## config.mk

```make
export PLATFORM = sky130hd
export DESIGN_NAME = alu_pipe
export DESIGN_NICKNAME = d
export VERILOG_FILES = /design/src/rtl/alu_pipe.sv
export SDC_FILE = /design/constraint.sdc
export NUM_CORES = 1
export LEC_CHECK = 0
export BUFFER_PORTS_ARGS = -buffer_cell sky130_fd_sc_hd__buf_2
export CAP_MARGIN = 20
export CORE_MARGIN = 2
export CORE_UTILIZATION = 35
export DETAILED_ROUTE_END_ITERATION = 10
export HOLD_SLACK_MARGIN = 0.05
export PLACE_DENSITY = 0.58
export SETUP_SLACK_MARGIN = 0.5
export SLEW_MARGIN = 20
export SYNTH_ARGS = -nofsm -noshare
export SYNTH_HDL_FRONTEND = slang
export SYNTH_SLANG_ARGS = --single-unit
```

## constraint.sdc

```tcl
create_clock -name clock -period 12.4 [get_ports clock]
set_input_delay 1.24 -clock clock [delete_from_list [all_inputs] [get_ports clock]]
set_output_delay 1.24 -clock clock [all_outputs]
set_load 0.05 [all_outputs]
```

## src/rtl/alu_pipe.sv

```systemverilog
// Pipelined integer ALU feeding the CDB with a globally stalled, in-order result pipeline.
// Optional multiplier ops enabled by defining ALU_PIPE_MUL_EN.
module alu_pipe #(
    parameter int unsigned XLEN    = 32,
    parameter int unsigned STAGES  = 2,
    parameter int unsigned PRF_LEN = 6,
    parameter int unsigned ROB_LEN = 5
) (
    input  logic                           clock,
    input  logic                           reset_n,
    input  logic                           in_valid,
    output logic                           in_ready,
    input  logic [3:0]                     in_func,
    input  logic [XLEN-1:0]                in_opa,
    input  logic [XLEN-1:0]                in_opb,
    input  logic [PRF_LEN-1:0]             in_prf_idx,
    input  logic [ROB_LEN-1:0]             in_rob_idx,
    input  logic [XLEN-1:0]                in_pc,
    input  logic                           flush,
    input  logic                           cdb_grant,
    output logic                           out_valid,
    output logic [XLEN-1:0]                out_value,
    output logic [PRF_LEN-1:0]             out_prf_idx,
    output logic [ROB_LEN-1:0]             out_rob_idx,
    output logic [XLEN-1:0]                out_pc,
    output logic [$clog2(STAGES+1)-1:0]    occupancy
);

    localparam int unsigned SHW = $clog2(XLEN);
    localparam int unsigned OCW = $clog2(STAGES+1);
    localparam logic [XLEN-1:0] DEFAULT_RESULT = XLEN'(32'hfacebeec);

    typedef enum logic [3:0] {
        F_ADD    = 4'd0,
        F_SUB    = 4'd1,
        F_SLT    = 4'd2,
        F_SLTU   = 4'd3,
        F_AND    = 4'd4,
        F_OR     = 4'd5,
        F_XOR    = 4'd6,
        F_SLL    = 4'd7,
        F_SRL    = 4'd8,
        F_SRA    = 4'd9,
        F_MUL    = 4'd10,
        F_MULH   = 4'd11,
        F_MULHSU = 4'd12,
        F_MULHU  = 4'd13
    } alu_func_e;

    typedef struct packed {
        logic [XLEN-1:0]    value;
        logic [PRF_LEN-1:0] prf;
        logic [ROB_LEN-1:0] rob;
        logic [XLEN-1:0]    pc;
    } entry_t;

    alu_func_e         func;
    logic [SHW-1:0]    shamt;
    logic [XLEN-1:0]   result;
    logic              advance;
    logic              accept;
    logic              pop;
    entry_t            issue_entry;
    entry_t            data_q [STAGES];
    logic [STAGES-1:0] valid_q;
    logic [OCW-1:0]    occ_q;

    assign func  = alu_func_e'(in_func);
    assign shamt = in_opb[SHW-1:0];

`ifdef ALU_PIPE_MUL_EN
    logic [2*XLEN-1:0] prod_ss;
    logic [2*XLEN-1:0] prod_su;
    logic [2*XLEN-1:0] prod_uu;

    // Operands extended to 2*XLEN so one unsigned multiply yields each signedness variant.
    assign prod_ss = {{XLEN{in_opa[XLEN-1]}}, in_opa} * {{XLEN{in_opb[XLEN-1]}}, in_opb};
    assign prod_su = {{XLEN{in_opa[XLEN-1]}}, in_opa} * {{XLEN{1'b0}}, in_opb};
    assign prod_uu = {{XLEN{1'b0}}, in_opa} * {{XLEN{1'b0}}, in_opb};
`endif

    always_comb begin
        result = DEFAULT_RESULT;
        case (func)
            F_ADD:    result = in_opa + in_opb;
            F_SUB:    result = in_opa - in_opb;
            F_SLT:    result = {{(XLEN-1){1'b0}}, $signed(in_opa) < $signed(in_opb)};
            F_SLTU:   result = {{(XLEN-1){1'b0}}, in_opa < in_opb};
            F_AND:    result = in_opa & in_opb;
            F_OR:     result = in_opa | in_opb;
            F_XOR:    result = in_opa ^ in_opb;
            F_SLL:    result = in_opa << shamt;
            F_SRL:    result = in_opa >> shamt;
            F_SRA:    result = $signed(in_opa) >>> shamt;
`ifdef ALU_PIPE_MUL_EN
            F_MUL:    result = prod_ss[XLEN-1:0];
            F_MULH:   result = prod_ss[2*XLEN-1:XLEN];
            F_MULHSU: result = prod_su[2*XLEN-1:XLEN];
            F_MULHU:  result = prod_uu[2*XLEN-1:XLEN];
`endif
            default:  result = DEFAULT_RESULT;
        endcase
    end

    assign advance  = !out_valid || cdb_grant;
    assign in_ready = advance;
    assign accept   = in_valid && advance && !flush;
    assign pop      = out_valid && cdb_grant;

    assign issue_entry = '{value: result, prf: in_prf_idx, rob: in_rob_idx, pc: in_pc};

    always_ff @(posedge clock) begin
        if (!reset_n || flush) begin
            valid_q <= '0;
        end else if (advance) begin
            valid_q[0] <= accept;
            for (int unsigned i = 1; i < STAGES; i++) begin
                valid_q[i] <= valid_q[i-1];
            end
        end
    end

    always_ff @(posedge clock) begin
        if (advance) begin
            data_q[0] <= issue_entry;
            for (int unsigned i = 1; i < STAGES; i++) begin
                data_q[i] <= data_q[i-1];
            end
        end
    end

    always_ff @(posedge clock) begin
        if (!reset_n || flush) begin
            occ_q <= '0;
        end else if (accept && !pop) begin
            occ_q <= occ_q + OCW'(1);
        end else if (pop && !accept) begin
            occ_q <= occ_q - OCW'(1);
        end
    end

    assign occupancy   = occ_q;
    assign out_valid   = valid_q[STAGES-1];
    assign out_value   = data_q[STAGES-1].value;
    assign out_prf_idx = data_q[STAGES-1].prf;
    assign out_rob_idx = data_q[STAGES-1].rob;
    assign out_pc      = data_q[STAGES-1].pc;

endmodule

```

==> flow_metrics.tcl <==
set metrics [dict create \
    pwr_density_cell_mw_per_mm2 111 \
    hold_violations 0 \
    status "complete, no violations" \
    final_nets 1836 \
    synth_top_flop_cell "edfxtp_1" \
    netlist_area_mm2 0.0142 \
    drcViolationCount 0 \
    grt_max_degree 83 \
    cts.path.max_buffers 2 \
    fin_skew_ns 0.0220 \
    cts.sinks 154 \
    cts_max_level 4 \
    slew_violations 0 \
    grt_pass1_wl_mm 78.8 \
    hold_buffers 0 \
    area_delta_synth_final_pct 9.64 \
    dieArea_mm2 0.0422 \
    timing_worst_slew_pin_value_ns 1.02 \
    worstSetupStartpointType "input pin" \
    ios 195 \
    crit_required_ns 12.55 \
    dpl-instance-area_mm2 0.0150 \
    worst_ep_arrival_time_ns 5.18 \
    yosysWarnings 0 \
    path_max_fanout 25 \
    numCtsBuffers 17 \
    path_clk_slew_ns 0.07 \
    die_w_um 205 \
    rows 73 \
    power_mw 1.73 \
    multi_input_area_mm2 0.00821 \
    cts-resized-gates 0 \
    vias_per_cell 5.98 \
    globalRouteOverflowTotal 0 \
    fin_cells 2157 \
    fin_crit_ns 5.03 \
    antenna_found_initial 3 \
    layout-drive-gt1-share_pct 19.6 \
    register_area_mm2 0.00458 \
    vias 12908 \
    clk-insertion-delay-late_ns 0.45 \
    max_cap_violations 0 \
    start_util_pct 35.6 \
    synth_area_per_cell_um2 9.06 \
    crit_path_end_kind "register" \
    gp_congestion 0.989 \
    num_antenna_cells 0 \
    netlist-cell-type-count 85 \
    antenna_left 0 \
    hp-class "register to register" \
    coreArea_mm2 0.0399 \
    ys_ff_latch 154 \
    hpwlAfterDp_mm 39.9 \
    dp.cells 2125 \
    ys_seq_area_share_pct 32.3 \
    syn-instance-count 1568 \
    async_reset_ff_share_pct 0 \
    fmax_ghz 0.199 \
    rsz0062_at_grt "no" \
    total_leakage_power_nw 6.54 \
    grt_util_all_layers_pct 25.0 \
    post-route-cell-area_mm2 0.0156 \
    totalWireLength_mm 52.9 \
    cts_tree "built" \
    fin_crit_sh_pct 40.6 \
    first_iter_violations 1322 \
    timing.slew.headroom_pct 32.0 \
    die_h_um 205 \
    grt_pass1_vias 12300 \
    path_class "input pin to register" \
    max-vdd-ir-drop_mv 0.0876 \
    wire_per_inst_um 24.5 \
    cts_setup_buffers 0 \
    synth_nets 1785 \
    dr.pass1.iters 6 \
    root_buffer "clkbuf_16" \
    fill_cells 3998 \
    io_buffers 194 \
    synth_edf_count 150 \
    finalSetupTns_ns 0 \
    setup_viol 0 \
    rrSetupSlack_ns 9.65 \
]
-- registers in the layout (all words and copies together) (netlist names) --
| signal | cells |
|---|---|
| valid_q | 2 |
| data_q | 150 |
| occupancy | 2 |
-- cell usage in the layout (no fill, tap or decap), types with 12 or more instances in the layout --
master	n
mux4_2	29
a31oi_1	12
a21oi_1	124
o22ai_1	29
mux2i_1	82
inv_1	100
clkbuf_16	17
buf_2	193
nand2_1	111
or3_1	12
edfxtp_1	150
a211oi_1	18
o211ai_1	19
nand2b_1	14
nor3_1	37
nor2_1	146
buf_4	23
a21o_1	28
o21ai_0	96
nand3_1	20
ha_1	99
a221oi_1	13
-- Yosys cell counts (38+ instances only) --
master	instances	area share [%]
nor2_1	146	3.9
clkbuf_1	74	2.0
nor3_1	38	1.3
a21oi_1	124	4.4
ha_1	99	8.7
o21ai_0	96	3.4
buf_4	80	4.2
edfxtp_1	150	32
inv_1	101	2.7
mux2i_1	82	5.8
nand2_1	111	2.9
-- metrics by stage --
| stage | utilization (%) | hold WS, ns | setup slack, ns |
|---|---|---|---|
| CTS | 39.0 | 0.418 | 7.52 |
| global route | 39.0 | 0.427 | 7.23 |
| finish | 39.0 | 0.415 | 7.37 |
| global placement | 37.6 | 0.400 | 7.12 |
| floorplan | - | 0.400 | 6.66 |
| detailed placement | 37.6 | 0.405 | 7.06 |
-- metal layers --
layer	GRT usage, %	up-vias	share of wire [%]
met5	0	-	0
met4	9.97	0	3.7
met3	5.05	111	8.8
met2	36.8	688	43
met1	35.8	6252	45
li1	-	5857	-
-- kinds of logic (layout without fill, tap and decap cells) --
family | count (synthesis) | after routing | synth area share, %
AO/OA/AOI/OAI | 478 | 478 | 22.5
XOR/XNOR | 12 | 12 | 0.740
buffers and inverters | 290 | 354 | 10.0
adder cells (fa/ha/maj) | 101 | 101 | 9.00
multiplexers | 128 | 128 | 12.4
AND/OR/NAND/NOR | 405 | 405 | 13.1
flip-flops | 154 | 154 | 32.3
-- layout make-up --
type / count / area share [%]
Clock inverter: 14 / 0.956
Inverter: 106 / 2.59
Tap cell: 525 / 4.22
Multi-Input combinational cell: 1124 / 52.7
Clock buffer: 18 / 2.76
Sequential cell: 154 / 29.4
Timing Repair Buffer: 216 / 7.31
-- worst max-delay path, cell delays in order --
cell,delay [ns]
buf_4,0.30
clkinv_1,0.55
ha_1,0.54
o21bai_1,0.26
a221oi_1,0.16
a21oi_1,0.27
a21oi_1,0.21
a31o_2,0.27
o31ai_1,0.60
a211oi_1,0.26
a221oi_1,0.38
o211ai_1,0.12
-- path summary, 6_finish.rpt --
check | startpoint | to | cells past startpoint
setup / recovery | in_opb[1] | data_q[0][72] | 12
hold / removal | data_q[0][8] | data_q[0][83] | 0
setup reg to reg | valid_q[1] | data_q[0][135] | 4
hold reg to reg | data_q[0][8] | data_q[0][83] | 0
-- report_power, final --
| part | internal (mW) | switching, mW | total (mW) |
|---|---|---|---|
| Clock | 0.297 | 0.223 | 0.520 |
| Sequential | 0.625 | 0.0149 | 0.640 |
| Combinational | 0.178 | 0.395 | 0.573 |
No activity file was read; power rests on OpenSTA's default activity.
